[config.mk]
export PLATFORM = sky130hd
export DESIGN_NAME = uart_nand_bridge
export DESIGN_NICKNAME = d
export VERILOG_FILES = /design/src/rtl/uart_nand_bridge.sv
export SDC_FILE = /design/constraint.sdc
export NUM_CORES = 1
export LEC_CHECK = 0
export ABC_AREA = 1
export CORE_MARGIN = 2
export CORE_UTILIZATION = 45
export CTS_CLUSTER_DIAMETER = 60
export DETAILED_ROUTE_END_ITERATION = 12
export GPL_TIMING_DRIVEN = 0
export PLACE_DENSITY_LB_ADDON = 0.1
export SETUP_SLACK_MARGIN = 0.5
export SLEW_MARGIN = 20
export SYNTH_ARGS = -nofsm -noshare
export SYNTH_HDL_FRONTEND = slang
export SYNTH_SLANG_ARGS = --single-unit
[constraint.sdc]
create_clock -name i_hw_clk -period 3.7 [get_ports i_hw_clk]
set_input_delay 0.74 -clock i_hw_clk [delete_from_list [all_inputs] [get_ports i_hw_clk]]
set_output_delay 0.74 -clock i_hw_clk [all_outputs]
set_load 0.02 [all_outputs]
[src/rtl/uart_nand_bridge.sv]
// uart_nand_bridge: turns 2-byte host commands from simpleuart into nand_master
// strobes and returns one status or data byte per command.
// Optional busy watchdog enabled by defining BRIDGE_TIMEOUT_EN.
module uart_nand_bridge #(
  parameter logic [7:0]  ACK_CHAR       = 8'h4B,
  parameter logic [7:0]  NAK_CHAR       = 8'h3F,
  parameter logic [7:0]  TMO_CHAR       = 8'h54,
  parameter logic [23:0] TIMEOUT_CYCLES = 24'd1200000
) (
  input  logic        i_hw_clk,
  input  logic        i_reset,
  input  logic [31:0] i_reg_dat_do,
  input  logic        i_reg_dat_wait,
  output logic        o_reg_dat_re,
  output logic        o_reg_dat_we,
  output logic [31:0] o_reg_dat_di,
  input  logic        i_nand_busy,
  input  logic [7:0]  i_nand_data_out,
  output logic        o_nand_activate,
  output logic [7:0]  o_nand_cmd_in,
  output logic [7:0]  o_nand_data_in,
  output logic        o_proto_err
);

  localparam logic [7:0] OP_C = 8'h43;
  localparam logic [7:0] OP_D = 8'h44;
  localparam logic [7:0] OP_X = 8'h58;

  typedef enum logic [2:0] {
    IDLE,
    DRAIN_OP,
    GET_ARG,
    DRAIN_ARG,
    ISSUE,
    ARM,
    WAIT,
    REPLY
  } state_t;

  state_t      r_state;
  state_t      w_next;
  logic [7:0]  r_opcode;
  logic [7:0]  r_arg;
  logic [7:0]  r_reply;
  logic [7:0]  r_cmd_in;
  logic [7:0]  r_data_in;
  logic        r_proto_err;

  logic        w_rx_avail;
  logic        w_op_valid;
  logic        w_timeout;
  logic        w_re;
  logic        w_latch_op;
  logic        w_latch_arg;
  logic        w_load_reply;
  logic [7:0]  w_reply_byte;
  logic        w_set_err;
  logic        w_load_cmd;
  logic        w_load_data;

  assign w_rx_avail = (i_reg_dat_do != 32'hFFFF_FFFF);
  assign w_op_valid = (r_opcode == OP_C) || (r_opcode == OP_D) || (r_opcode == OP_X);

`ifdef BRIDGE_TIMEOUT_EN
  logic [23:0] r_tmo_cnt;

  // Watchdog on busy: restarts in the ARM guard cycle and counts every WAIT cycle.
  always_ff @(posedge i_hw_clk) begin
    if (i_reset) begin
      r_tmo_cnt <= 24'd0;
    end else if (r_state == ARM) begin
      r_tmo_cnt <= 24'd0;
    end else if (r_state == WAIT) begin
      r_tmo_cnt <= r_tmo_cnt + 24'd1;
    end
  end

  assign w_timeout = (r_tmo_cnt >= (TIMEOUT_CYCLES - 24'd1));
`else
  // Without the watchdog WAIT never gives up; the limit only matters in the timeout build.
  assign w_timeout = (TIMEOUT_CYCLES == 24'd0) && 1'b0;
`endif

  // Next-state decode plus the one-cycle actions attached to each transition.
  always_comb begin
    w_next       = r_state;
    w_re         = 1'b0;
    w_latch_op   = 1'b0;
    w_latch_arg  = 1'b0;
    w_load_reply = 1'b0;
    w_reply_byte = r_reply;
    w_set_err    = 1'b0;
    w_load_cmd   = 1'b0;
    w_load_data  = 1'b0;
    case (r_state)
      IDLE: begin
        if (w_rx_avail) begin
          w_re       = 1'b1;
          w_latch_op = 1'b1;
          w_next     = DRAIN_OP;
        end
      end
      DRAIN_OP: begin
        if (w_op_valid) begin
          w_next = GET_ARG;
        end else begin
          w_load_reply = 1'b1;
          w_reply_byte = NAK_CHAR;
          w_set_err    = 1'b1;
          w_next       = REPLY;
        end
      end
      GET_ARG: begin
        if (w_rx_avail) begin
          w_re        = 1'b1;
          w_latch_arg = 1'b1;
          w_next      = DRAIN_ARG;
        end
      end
      DRAIN_ARG: begin
        if (r_opcode == OP_D) begin
          w_load_data  = 1'b1;
          w_load_reply = 1'b1;
          w_reply_byte = ACK_CHAR;
          w_next       = REPLY;
        end else begin
          w_load_cmd = 1'b1;
          w_next     = ISSUE;
        end
      end
      ISSUE: begin
        w_next = ARM;
      end
      ARM: begin
        w_next = WAIT;
      end
      WAIT: begin
        if (!i_nand_busy) begin
          w_load_reply = 1'b1;
          w_reply_byte = (r_opcode == OP_X) ? i_nand_data_out : ACK_CHAR;
          w_next       = REPLY;
        end else if (w_timeout) begin
          w_load_reply = 1'b1;
          w_reply_byte = TMO_CHAR;
          w_set_err    = 1'b1;
          w_next       = REPLY;
        end
      end
      REPLY: begin
        if (!i_reg_dat_wait) begin
          w_next = IDLE;
        end
      end
      default: begin
        w_next = IDLE;
      end
    endcase
    if (i_reset) begin
      w_re = 1'b0;
    end
  end

  // State register and datapath registers; reset aborts any command in flight.
  always_ff @(posedge i_hw_clk) begin
    if (i_reset) begin
      r_state     <= IDLE;
      r_opcode    <= 8'h00;
      r_arg       <= 8'h00;
      r_reply     <= 8'h00;
      r_cmd_in    <= 8'h00;
      r_data_in   <= 8'h00;
      r_proto_err <= 1'b0;
    end else begin
      r_state <= w_next;
      if (w_latch_op) begin
        r_opcode <= i_reg_dat_do[7:0];
      end
      if (w_latch_arg) begin
        r_arg <= i_reg_dat_do[7:0];
      end
      if (w_load_reply) begin
        r_reply <= w_reply_byte;
      end
      if (w_load_cmd) begin
        r_cmd_in <= r_arg;
      end
      if (w_load_data) begin
        r_data_in <= r_arg;
      end
      if (w_set_err) begin
        r_proto_err <= 1'b1;
      end
    end
  end

  assign o_reg_dat_re    = w_re;
  assign o_reg_dat_we    = (r_state == REPLY);
  assign o_reg_dat_di    = {24'h000000, r_reply};
  assign o_nand_activate = (r_state == ISSUE);
  assign o_nand_cmd_in   = r_cmd_in;
  assign o_nand_data_in  = r_data_in;
  assign o_proto_err     = r_proto_err;

endmodule
---- Word level (Yosys, flattened, before mapping) ----
Cells that the tools add are included.
storage, ports and cells
  register bits ........................... 44
  bits in latches ......................... 0
  bits in writable memories ............... 0
  memory bits (read-only) ................. 0
  input port bits ......................... 44
  output and inout port bits .............. 52
  word-level logic and storage cells ...... 56
  memories ................................ 0
operators by class
  add/sub/neg operators ................... 0
  $mul .................................... 0
  div/mod/pow operators ................... 0
  $lt $le $gt $ge ......................... 0
  equal/unequal tests ..................... 17
  shift operators ......................... 0
  multiplexer cells ....................... 25
  bitwise gates (word level) .............. 0
  reduce and logical (&&, ||, !) cells .... 7
operator list
  operator              number
  $mux 8                4
  $ne 32x32->1 const B  1
  $eq 8x7->1 const B    3
  $pmux 3 s8            1
  $pmux 8 s3            1
  $mux 3                5
  $eq 3x3->1 const B    4
  $mux 1                12
  $ne 2x2->1 const B    6
  $eq 3x2->1 const B    2
  $reduce_and 5->1      1
  $reduce_and 4->1      1
  $eq 3x1->1 const B    1
  $logic_not 3->1       1
  $pmux 1 s3            1
  $reduce_bool 3->1     1
  $logic_or 1x1->1      2
  $mux 2                1
  $reduce_or 2->1       1

---- Depth between registers and ports, before layout ----
Gate-level depths: netlist of the first run.
  word-level depth ........................ 6
  depth in mapped cells ................... 11
  mapped depth without buffers ............ 10

---- Worst setup path before layout of the first run ----
OpenSTA, ideal clock, no wires.
  path type ............................... input -> output
  from .................................... input i_reg_dat_do[3]
  to ...................................... output o_reg_dat_re
  data arrival time ....................... 1.651 ns
  data required time ...................... 2.960 ns
  slack ................................... 1.309 ns
  stages .................................. 8
  path buffers ............................ 1
  cells stage by stage .................... nand2_1 > nor2_1 > nand2_1 > nor2_1 > nand2_1 > nand2_2 > buf_4 > a21oi_1
on the way
  cells in the longest elaborated chain, start to end .. 4
ends and longest elaborated chain
  item             line     source
  start, declared  12       input logic [31:0] i_reg_dat_do,
  $ne 32x32->1     61       assign w_rx_avail = (i_reg_dat_do != 32'hFFFF_FFFF);
  $mux 1           97, 114
  $mux 1           n/a
  $mux 1           158      if (i_reset) begin
  end, declared    14       output logic o_reg_dat_re,
Every way passes these cells.

---- Worst setup path in the final report of the first run ----
  from .................................... input i_reg_dat_do[7]
  to ...................................... output o_reg_dat_re
Same word-level chain as after synthesis.

==> results of run 1 <==
sequential cells by signal, indices dropped and copies added, names as in the netlist:
signal and cells:
r_reply 8, r_state 3, r_opcode 8, o_proto_err 1, r_arg 8, o_nand_cmd_in 8
o_nand_data_in 8
cell families after synthesis:
logic type | after synthesis | share of synthesized area
buffers and inverters | 65 | 0.169
and+or+nand+nor | 123 | 0.253
DFF | 44 | 0.401
AOI/OAI and AO/OA | 72 | 0.175
other | 1 | 0.00171
how the worst max path moves through the flow:
stage,slack [ns],cells after the start,start,end
4_1_cts,0.50,10,i_reg_dat_do[7],o_reg_dat_re
3_3_place_gp,0.19,10,i_reg_dat_do[6],o_reg_dat_re
3_5_place_dp,0.19,10,i_reg_dat_do[6],o_reg_dat_re
5_1_grt,0.51,10,i_reg_dat_do[7],o_reg_dat_re
2_1_floorplan,1.31,8,i_reg_dat_do[3],o_reg_dat_re
6_report,0.67,10,i_reg_dat_do[7],o_reg_dat_re
final cells by class:
class,instances,share of cell area
inverters,31,0.0361
clock inverters,3,0.0148
plain buffers,34,0.0805
multi-input cells,219,0.325
repair buffers,72,0.223
well taps,67,0.0260
clock buffers,5,0.0214
flip-flops and latches,44,0.274
worst register-to-register path: cells and delay by family, from the launching register on:
kind | cells | cell delay [ns]
flip-flops | 1 | 0.31
AO/OA/AOI/OAI | 2 | 0.20
AND/OR/NAND/NOR | 4 | 0.55
buffers and inverters | 3 | 0.35
cells in the final DEF (no fill, tap or decap):
cell type | netlist | routed
sky130_fd_sc_hd__a21boi_0 | 1 | 1
sky130_fd_sc_hd__a21oi_1 | 35 | 35
sky130_fd_sc_hd__a21oi_2 | 3 | 3
sky130_fd_sc_hd__buf_12 | 1 | 1
sky130_fd_sc_hd__buf_2 | 2 | 2
sky130_fd_sc_hd__buf_4 | 27 | 28
sky130_fd_sc_hd__buf_6 | 1 | 2
sky130_fd_sc_hd__bufinv_16 | 0 | 1
sky130_fd_sc_hd__clkbuf_1 | 3 | 3
sky130_fd_sc_hd__clkbuf_8 | 0 | 5
sky130_fd_sc_hd__clkdlybuf4s50_1 | 0 | 69
sky130_fd_sc_hd__clkinv_4 | 0 | 2
sky130_fd_sc_hd__conb_1 | 1 | 24
sky130_fd_sc_hd__dfxtp_1 | 44 | 44
sky130_fd_sc_hd__dlymetal6s2s_1 | 0 | 1
sky130_fd_sc_hd__inv_1 | 27 | 27
sky130_fd_sc_hd__inv_2 | 4 | 4
sky130_fd_sc_hd__nand2_1 | 64 | 63
sky130_fd_sc_hd__nand2_2 | 6 | 5
sky130_fd_sc_hd__nand2_4 | 1 | 3
sky130_fd_sc_hd__nand3_1 | 8 | 8
sky130_fd_sc_hd__nand3_4 | 1 | 1
sky130_fd_sc_hd__nand4_4 | 1 | 1
sky130_fd_sc_hd__nor2_1 | 35 | 34
sky130_fd_sc_hd__nor2_2 | 2 | 3
sky130_fd_sc_hd__nor2_4 | 2 | 2
sky130_fd_sc_hd__nor3_1 | 1 | 1
sky130_fd_sc_hd__nor3_2 | 1 | 1
sky130_fd_sc_hd__o21a_1 | 1 | 1
sky130_fd_sc_hd__o21ai_0 | 29 | 29
sky130_fd_sc_hd__o21ai_1 | 1 | 1
sky130_fd_sc_hd__o21ai_2 | 2 | 2
sky130_fd_sc_hd__or2_1 | 1 | 1
layer usage:
metal	vias up	share of wire	track usage
met3	4	0.053	0.0398
met1	917	0.44	0.234
met2	66	0.50	0.336
li1	1125	-	-
met4	0	0.0071	0.0323
met5	-	0	0
power breakdown:
| group | leakage, nW | switching, mW | total, mW | internal (mW) |
|---|---|---|---|---|
| logic | 0.982 | 0.253 | 0.468 | 0.215 |
| clock network | 0.0583 | 0.172 | 0.375 | 0.203 |
| registers | 0.360 | 0.0319 | 0.571 | 0.539 |
through the flow:
step | hold slack, ns | cells | worst slack (ns) | power, mW
6_report | 0.447 | 475 | 0.671 | 1.41
3_5_place_dp | 0.439 | 466 | 0.189 | 1.04
5_1_grt | 0.469 | 475 | 0.510 | 1.50
2_1_floorplan | 0.423 | 328 | 1.31 | 0.881
4_1_cts | 0.450 | 474 | 0.503 | 1.41
3_3_place_gp | 0.436 | 466 | 0.191 | 1.03
repair_timing:
action / 4_1_cts / 5_1_grt
buffers inserted: 0 / 1
gates resized for setup: 4 / 7
endpoints found under the hold margin: 0 / 0
pin swaps: 0 / 2
endpoints found under the setup margin: 1 / 1
==> Implementation_results.wiki, run 1 <==
{| class="wikitable"
! Metric !! Value
|-
| Result of the run || completed
|-
| Final hold violation count || 0
|-
| Sequential element share of the synthesized area || 0.401
|-
| Layout Area Growth over Synthesis || 46.6%
|-
| Final period utilization || 0.819
|-
| Reg2reg end || o_nand_cmd_in[5]
|-
| Worst reg2reg path depth || 9
|-
| Crit Path Class || in2out
|-
| Core area || between 4000 and 5000 sq um
|-
| Width of the die || about 74 microns
|-
| Register area || roughly 880 sq um
|-
| Max IR drop VDD || about 0.29 mV
|-
| First-pass GRT wire length || slightly above 8000 microns
|-
| Cell with the biggest individual delay on the critical path || sky130_fd_sc_hd__clkdlybuf4s50_1
|-
| Final std cell area, no fill || 3220 sq um
|-
| Count of mapped cells out of synthesis || 305
|-
| Via count of the first global-routing pass || approximately 1900
|-
| Maximum net fanout on the critical path || 10
|-
| Commonest register cell after synthesis || sky130_fd_sc_hd__dfxtp_1
|-
| Final total negative setup slack || 0 ns
|-
| Remaining Overflow, GRT || 0
|-
| Share of Yosys cell area claimed by the top area cell type || 0.401
|-
| Static leakage power || about 1.4 nW
|-
| Top cell by count, worst path || sky130_fd_sc_hd__nand2_1
|-
| Series of cell instances along the critical path || clkdlybuf4s50_1 -> nand2_1 -> nor2_1 -> nand2_1 -> nor2_2 -> nand2_2 -> nand2_4 -> buf_6 -> a21oi_1 -> buf_4
|-
| Synth cell count leaders || sky130_fd_sc_hd__nand2_1, sky130_fd_sc_hd__dfxtp_1, sky130_fd_sc_hd__a21oi_1, sky130_fd_sc_hd__nor2_1, sky130_fd_sc_hd__o21ai_0
|-
| Average cell area after synthesis || 7.20 sq um
|-
| Clk buf depth || 2
|-
| Cell area after synthesis || between 2000 and 2500 sq um
|-
| Maximum level of the CTS H-tree || 2
|-
| Clock buffers created by TritonCTS || 5
|-
| Multi-input gate area || around 1000 sq um
|-
| Number of search-and-repair iterations in the first detailed-routing pass || 4
|-
| Count of flip-flops with a built-in enable after synthesis || 0
|-
| Root buffer cell || sky130_fd_sc_hd__clkbuf_8
|-
| Worst-case register-to-register setup slack || about 2.2 ns
|-
| Number of synthesized register bits || 44
|-
| Final Wtd Congestion || between 0.8 and 0.9
|-
| RSZ-0062 raised after global routing || no
|-
| Top cell type by total area after synthesis || sky130_fd_sc_hd__dfxtp_1
|-
| Top Ports || 96
|-
| # Max-Cap Violations || 0
|-
| Slew headroom || 0.641
|-
| Count of standard-cell rows || 25
|-
| Final wirelength || about 4800 microns
|-
| Data required time at the worst endpoint || roughly 3 ns
|-
| Clock transition at the register clock pins on the worst setup and hold paths after CTS || 0.08 ns
|-
| Post-detailed-route DRC marker count || 0
|-
| Clock Latency Late Sink || around 0.3 ns
|-
| Stage delay of the slowest cell on the critical path || ~0.53 ns
|-
| Pin count of the biggest net entering global routing || 16
|-
| Hold Startpoint || r_opcode[7]
|-
| Placement-stage cell area || about 3000 sq um
|-
| Layout Nets || between 400 and 500
|-
| Leading cell type by number of instances after synthesis || sky130_fd_sc_hd__nand2_1
|-
| Share of synthesized flip-flops with an asynchronous set or reset || 0
|-
| Final-layout fill cell count || 437
|-
| Synthesis warning total || 0
|-
| Pins over their slew limit || 0
|-
| Hold Path Sink || r_opcode[7]
|-
| Hold Path Stages || 2
|-
| R2R Path Start || r_opcode[5]
|-
| CP bufs+invs || 3
|-
| Number of antenna violations at the first check in global routing || 0
|-
| Category of cells accounting for the largest share of critical-path delay || buffers and inverters
|-
| Transition at the pin with the smallest max-transition slack || approximately 0.54 ns
|-
| Class of the tightest hold or removal check || reg2reg
|-
| Placed wire-length estimate after detailed placement || approximately 3800 microns
|-
| Die height || approximately 74 microns
|-
| Minimum period implied by the final worst setup slack || just over 3 ns
|-
| Worst setup skew after layout || roughly 0.010 ns
|-
| Combined global-route utilization of all metal layers || 0.188
|-
| Clock tree sinks || between 40 and 50
|-
| Routed length per instance || 10.1 microns
|-
| Layout cells sized above 1 || 0.162
|-
| Areal power density over the cells || 439 nW/um^2
|-
| Kind of capture point of the worst setup path || primary output
|-
| Count of final setup violators || 0
|-
| IO buf count || slightly above 70
|-
| Final antenna-violating net count || 0
|-
| Final core occ || 0.682
|-
| Arrival time reported for the critical path endpoint || approximately 2.3 ns
|-
| Inserted Diodes || 0
|-
| Highest attainable clock frequency || about 330 MHz
|-
| CTS tree || done
|-
| Unique masters post-synth || 28
|-
| Nature of the critical path startpoint || primary input
|-
| Post-DR vias/cell || between 4 and 5
|-
| Iteration-0 DRC count of the detailed router || 102
|-
| Initial core utilization || 0.465
|-
| Hold_buf cts || 0
|-
| Die area || about 5500 sq um
|-
| Biggest area contributors in the synthesized netlist || sky130_fd_sc_hd__dfxtp_1, sky130_fd_sc_hd__nand2_1, sky130_fd_sc_hd__buf_4
|-
| Vias || between 2000 and 2500
|}
Power figures use the tool's default switching activity.
==> run 2: changes to the inputs <==
CORE_UTILIZATION = 42   (was 45)
clock period = 2.98 ns   (was 3.7 ns; I/O delays follow)
==> run 2 against run 1 <==
Net effect:
- critical path depth fell by 6
- global-route usage barely moved
- routed wire length rose by 8.8%
- final cell count rose by 3.4%
- largest power group unchanged
- highest routed layer unchanged
==> Implementation_results.wiki, run 2 (synthesis gave the netlist of run 1 again) <==
{| class="wikitable"
! Metric !! Value
|-
| Result of the run || completed
|-
| Most common cell after layout, fill and taps aside || sky130_fd_sc_hd__nand2_1
|-
| Final period utilization || 0.814
|-
| Number of search-and-repair iterations in the first detailed-routing pass || 4
|-
| Final total negative setup slack || 0 ns
|-
| Minimum period implied by the final worst setup slack || ~2.4 ns
|-
| Pins over their slew limit || 0
|-
| Total Power Consumption || 1.78 mW
|-
| Maximum net fanout on the critical path || 10
|-
| Vias || 2188
|-
| Remaining Overflow, GRT || 0
|-
| Initial core utilization || 0.433
|-
| Pin count of the biggest net entering global routing || 15
|-
| Via count of the first global-routing pass || about 2100
|-
| CTS tree || done
|-
| Top Ports || 96
|-
| Arrival time reported for the critical path endpoint || between 1.5 and 2 ns
|-
| Nature of the critical path startpoint || primary input
|-
| Maximum level of the CTS H-tree || 2
|-
| Hold Path Stages || 2
|-
| Clock transition at the register clock pins on the worst setup and hold paths after CTS || ~0.08 ns
|-
| Global Route met2 Usage || 0.350
|-
| Post-detailed-route DRC marker count || 0
|-
| Layer with the highest usage || met2
|-
| Combined global-route utilization of all metal layers || 0.188
|-
| Slew headroom || 0.592
|-
| Width of the die || 76.3 microns
|-
| Die area || roughly 5800 sq um
|-
| Kind of capture point of the worst setup path || primary output
|-
| Inserted Diodes || 0
|-
| Transition at the pin with the smallest max-transition slack || between 0.6 and 0.7 ns
|-
| Most used cells in the layout excluding fill and tap cells || sky130_fd_sc_hd__nand2_1, sky130_fd_sc_hd__dfxtp_1, sky130_fd_sc_hd__buf_4, sky130_fd_sc_hd__clkdlybuf4s50_1, sky130_fd_sc_hd__a21oi_1
|-
| Highest attainable clock frequency || roughly 410 MHz
|-
| Crit Path Class || in2out
|-
| Layout Nets || around 460
|-
| Layout Area Growth over Synthesis || 49.8%
|-
| Hold Startpoint || r_opcode[7]
|-
| Final cell count without fillers || about 490
|-
| Final std cell area, no fill || between 3000 and 4000 sq um
|-
| Data required time at the worst endpoint || ~2.4 ns
|-
| Count of final setup violators || 0
|-
| Clock tree sinks || 44
|-
| Routed length per instance || between 10 and 15 microns
|-
| Reg2reg end || r_arg[6]
|-
| Areal power density over the cells || about 540 nW/um^2
|-
| Count of standard-cell rows || 26
|-
| Final Wtd Congestion || approximately 0.8
|-
| Core area || 5070 sq um
|-
| Clock buffers created by TritonCTS || 5
|-
| First-pass GRT wire length || 8970 microns
|-
| Worst reg2reg path depth || 9
|-
| Die height || about 76 microns
|-
| Clk buf depth || 2
|-
| # Max-Cap Violations || 0
|-
| Final antenna-violating net count || 0
|-
| Placement-stage cell area || roughly 3100 sq um
|-
| Worst setup skew after layout || 0.00910 ns
|-
| Final hold violation count || 0
|-
| Number of antenna violations at the first check in global routing || 0
|-
| Layout cells sized above 1 || 0.192
|-
| Placed wire-length estimate after detailed placement || roughly 4000 microns
|-
| R2R Path Start || r_state[0]
|-
| Post-DR vias/cell || approximately 4.5
|-
| Final wirelength || approximately 5200 microns
|-
| Max IR drop VDD || around 0.29 mV
|-
| Class of the tightest hold or removal check || reg2reg
|-
| Root buffer cell || sky130_fd_sc_hd__clkbuf_8
|-
| IO buf count || between 70 and 80
|-
| DP Cell Count || around 470
|-
| Hold Path Sink || r_opcode[7]
|-
| Static leakage power || between 1.5 and 2 nW
|-
| Met3 Track Usage GR || 0.0509
|-
| GRT met1 Usage || 0.204
|-
| RSZ-0062 raised after global routing || no
|-
| Worst-case register-to-register setup slack || roughly 1.4 ns
|-
| Clock Latency Late Sink || approximately 0.30 ns
|-
| Iteration-0 DRC count of the detailed router || 80
|}
## run 2: changes by cell type in the layout (fill, tap and decap cells not counted)
cell,previous run,this run
sky130_fd_sc_hd__a21oi_1,35,34
sky130_fd_sc_hd__a21oi_2,3,4
sky130_fd_sc_hd__buf_4,28,41
sky130_fd_sc_hd__clkbuf_8,5,6
sky130_fd_sc_hd__clkdlybuf4s50_1,69,38
sky130_fd_sc_hd__clkinv_4,2,1
sky130_fd_sc_hd__dlygate4sd2_1,0,32
sky130_fd_sc_hd__dlymetal6s2s_1,1,0
sky130_fd_sc_hd__nor2_1,34,33
sky130_fd_sc_hd__nor2_2,3,4
## run 2: power breakdown
group	internal [mW]	switching (mW)	total, mW
Combinational	0.265	0.326	0.591
Clock	0.274	0.207	0.481
Sequential	0.669	0.0406	0.710
## run 2: worst max-delay path, cell delays in order
cell and delay [ns]:
sky130_fd_sc_hd__clkdlybuf4s50_1 0.49, sky130_fd_sc_hd__clkbuf_1 0.49, sky130_fd_sc_hd__a21oi_2 0.07, sky130_fd_sc_hd__buf_4 0.19
## run 2: layer usage
metal | part of all wire | up-vias | routed length (microns)
met5 | 0 | - | 0
met1 | 0.41 | 950 | 2170
met4 | 0.013 | 0 | 70
li1 | - | 1150 | -
met3 | 0.066 | 8 | 346
met2 | 0.51 | 80 | 2650
## run 2: worst max path at each step
| stage | startpoint | endpoint | cells after the start | slack [ns] |
|---|---|---|---|---|
| 6_report | i_reset | o_reg_dat_re | 4 | 0.55 |
| 5_1_grt | i_reset | o_reg_dat_re | 4 | 0.50 |
| 4_1_cts | i_reset | o_reg_dat_re | 4 | 0.57 |
| 3_5_place_dp | i_reg_dat_do[6] | o_reg_dat_re | 10 | -0.24 |
| 3_3_place_gp | i_reg_dat_do[6] | o_reg_dat_re | 10 | -0.24 |
| 2_1_floorplan | i_reg_dat_do[3] | o_reg_dat_re | 8 | 0.88 |
## run 2: layout make-up
cell class | instances | area, sq um
fill | 522 | 1790
multi-input combinational | 219 | 1050
sequential | 44 | 881
timing repair buffer | 85 | 773
buffer | 34 | 259
inverter | 31 | 116
tap | 70 | 87.6
clock buffer | 6 | 82.6
clock inverter | 2 | 38.8
## run 2: repair_timing
item | in CTS | in global routing
setup endpoints to repair | 1 | 0
setup buffers | 14 | 0
hold buffers | 0 | 0
resized for setup | 44 | 0
## run 2: per-stage QoR
stage / utilization / hold slack (ns) / setup slack, ns
floorplan: - / 0.423 / 0.877
global placement: 0.607 / 0.437 / -0.241
detailed placement: 0.607 / 0.436 / -0.244
CTS: 0.648 / 0.448 / 0.568
global route: 0.648 / 0.476 / 0.501
finish: 0.648 / 0.451 / 0.554
==> run 3: changes to the inputs <==
CORE_UTILIZATION = 38   (was 42)
clock period = 2.2 ns   (was 2.98 ns; I/O delays follow)
==> run 3 against run 2 <==
Net effect:
- sequential cell count unchanged
- clock skew about the same
- core utilization decreased by 3.3 points
- combinational power increased by 49%
- via count increased by 0.50%
- final area increased by 3.6%
- critical path depth increased by 2
- sequential power increased by 35%
- total power increased by 40%
==> Implementation_results.wiki, run 3 (synthesis gave the netlist of run 1 again) <==
{| class="wikitable"
! Metric !! Value
|-
| Final Wtd Congestion || 0.780
|-
| Clock transition at the register clock pins on the worst setup and hold paths after CTS || ~0.08 ns
|-
| Final antenna-violating net count || 0
|-
| Final core occ || 0.615
|-
| Minimum period implied by the final worst setup slack || 1.94 ns
|-
| Nature of the critical path startpoint || flop
|-
| Initial core utilization || 0.396
|-
| IO buf count || ~70
|-
| Post-detailed-route DRC marker count || 0
|-
| RSZ-0062 raised after global routing || yes
|-
| Result of the run || completed
|-
| Clk buf depth || 2
|-
| Layout cells sized above 1 || 0.267
|-
| Final wirelength || between 5000 and 6000 microns
|-
| Stage delay of the slowest cell on the critical path || 0.36 ns
|-
| Layout Area Growth over Synthesis || 55.2%
|-
| R2R Path Start || r_state[1]
|-
| Clock tree sinks || 44
|-
| Source of the critical timing path || r_state[0]
|-
| Final hold violation count || 0
|-
| Final-layout fill cell count || between 500 and 600
|-
| Inserted Diodes || 0
|-
| Setup slack after placement || -0.761 ns
|-
| Maximum level of the CTS H-tree || 2
|-
| Layout Nets || 470
|-
| Core area || 5540 sq um
|-
| CTS tree || done
|-
| Series of cell instances along the critical path || or2_4 -> nor2_4 -> nand2_4 -> buf_6 -> a21oi_4 -> buf_6
|-
| Max IR drop VDD || between 0.3 and 0.4 mV
|-
| Hold Path Stages || 3
|-
| Most used cells in the layout excluding fill and tap cells || sky130_fd_sc_hd__nand2_1, sky130_fd_sc_hd__buf_4, sky130_fd_sc_hd__dfxtp_1, sky130_fd_sc_hd__a21oi_1, sky130_fd_sc_hd__nor2_1
|-
| Final worst setup slack || between 0.2 and 0.3 ns
|-
| Total Power Consumption || approximately 2.5 mW
|-
| Placed wire-length estimate after detailed placement || roughly 4000 microns
|-
| Routed length per instance || around 11 microns
|-
| Most common cell after layout, fill and taps aside || sky130_fd_sc_hd__nand2_1
|-
| Vias || about 2200
|-
| Number of search-and-repair iterations in the first detailed-routing pass || 5
|-
| Static leakage power || 1.85 nW
|-
| Final cell count without fillers || roughly 500
|-
| Worst path depth || 6
|-
| Post-DR vias/cell || between 4 and 5
|-
| Via count of the first global-routing pass || 1991
|-
| CP bufs+invs || 2
|-
| Areal power density over the cells || between 700 and 800 nW/um^2
|-
| Class of the tightest hold or removal check || in2reg
|-
| Maximum net fanout on the critical path || 4
|-
| Highest attainable clock frequency || between 500 and 600 MHz
|-
| Remaining Overflow, GRT || 0
|-
| Category of cells accounting for the largest share of critical-path delay || simple AND/OR/NAND/NOR gates
|-
| Data required time at the worst endpoint || between 1.5 and 2 ns
|-
| Cell with the biggest individual delay on the critical path || sky130_fd_sc_hd__dfxtp_4
|-
| Worst-case register-to-register setup slack || 0.63 ns
|-
| DP Cell Count || between 400 and 500
|-
| Top Ports || 96
|-
| Hold_buf cts || 0
|-
| Iteration-0 DRC count of the detailed router || 94
|-
| Worst setup skew after layout || 0.00912 ns
|-
| Pin count of the biggest net entering global routing || 15
|-
| Die height || about 80 microns
|-
| Arrival time reported for the critical path endpoint || roughly 1.5 ns
|-
| # Max-Cap Violations || 0
|-
| Final period utilization || 0.881
|-
| Number of antenna violations at the first check in global routing || 0
|-
| Count of final setup violators || 0
|-
| First-pass GRT wire length || between 8000 and 9000 microns
|-
| Hold Startpoint || i_reg_dat_do[1]
|-
| Combined global-route utilization of all metal layers || 0.176
|-
| Clock buffers created by TritonCTS || 5
|-
| Crit Path Class || reg2out
|-
| Root buffer cell || sky130_fd_sc_hd__clkbuf_8
|-
| Die area || 6400 sq um
|-
| Width of the die || roughly 80 microns
|-
| Worst reg2reg path depth || 12
|-
| Pins over their slew limit || 0
|-
| Kind of capture point of the worst setup path || primary output
|-
| Count of standard-cell rows || 27
|-
| Clock Latency Late Sink || 0.30 ns
|-
| Top cell by count, worst path || sky130_fd_sc_hd__buf_6
|}
run 3: cell count changes in the layout (fill, tap and decap cells not counted), sizes merged:
cell | previous run | this run
clkdlybuf4s50 | 38 | 14
dlygate4sd2 | 32 | 10
dlymetal6s2s | 0 | 17
buf | 46 | 62
clkdlybuf4s15 | 0 | 12
clkbuf | 9 | 16
run 3: per-stage QoR:
stage	cell area, sq um	setup TNS (ns)	hold slack, ns
finish	3410	0	0.425
detailed placement	3090	-0.761	0.437
floorplan	2290	0	0.423
global placement	3090	-0.722	0.431
global route	3410	0	0.448
CTS	3350	0	0.438
run 3: worst paths after layout:
| kind | to |
|---|---|
| max | o_reg_dat_re |
| min | r_arg[1] |
| max reg2reg | r_reply[3] |
| min reg2reg | r_opcode[7] |
run 3: layer usage:
metal	share of wire	track usage	vias to the layer above	routed length, microns
met3	0.056	0.0283	5	310
met2	0.50	0.298	69	2790
li1	-	-	1161	-
met1	0.43	0.226	964	2420
met4	0.0088	0.0610	0	49
met5	0	0	-	0
run 3: timing repair:
item | CTS | global route
setup endpoints to repair | 24 | 23
setup buffers | 17 | 3
pin swaps | 30 | 29
resized for setup | 88 | 59
run 3: cell type report:
type | count | area (sq um) | share of cell area
Clock buffer | 6 | 82.6 | 0.0242
Multi-Input combinational cell | 219 | 1090 | 0.320
Timing Repair Buffer | 91 | 841 | 0.247
Buffer | 34 | 260 | 0.0764
Clock inverter | 2 | 38.8 | 0.0114
Inverter | 31 | 116 | 0.0341
Sequential cell | 44 | 888 | 0.261
Tap cell | 72 | 90.1 | 0.0264
run 3: power by group:
part | internal, mW | switching, mW | leakage [nW] | total, mW
clock | 0.371 | 0.281 | 0.0614 | 0.652
sequential | 0.909 | 0.0507 | 0.361 | 0.960
combinational | 0.400 | 0.480 | 1.43 | 0.880
total | 1.68 | 0.811 | 1.85 | 2.49
run 3: worst min-delay path: cells and delay by family:
kind	cells	cell delay (ns)
AOI/OAI and AO/OA	2	0.17
buffers and inverters	1	0.07
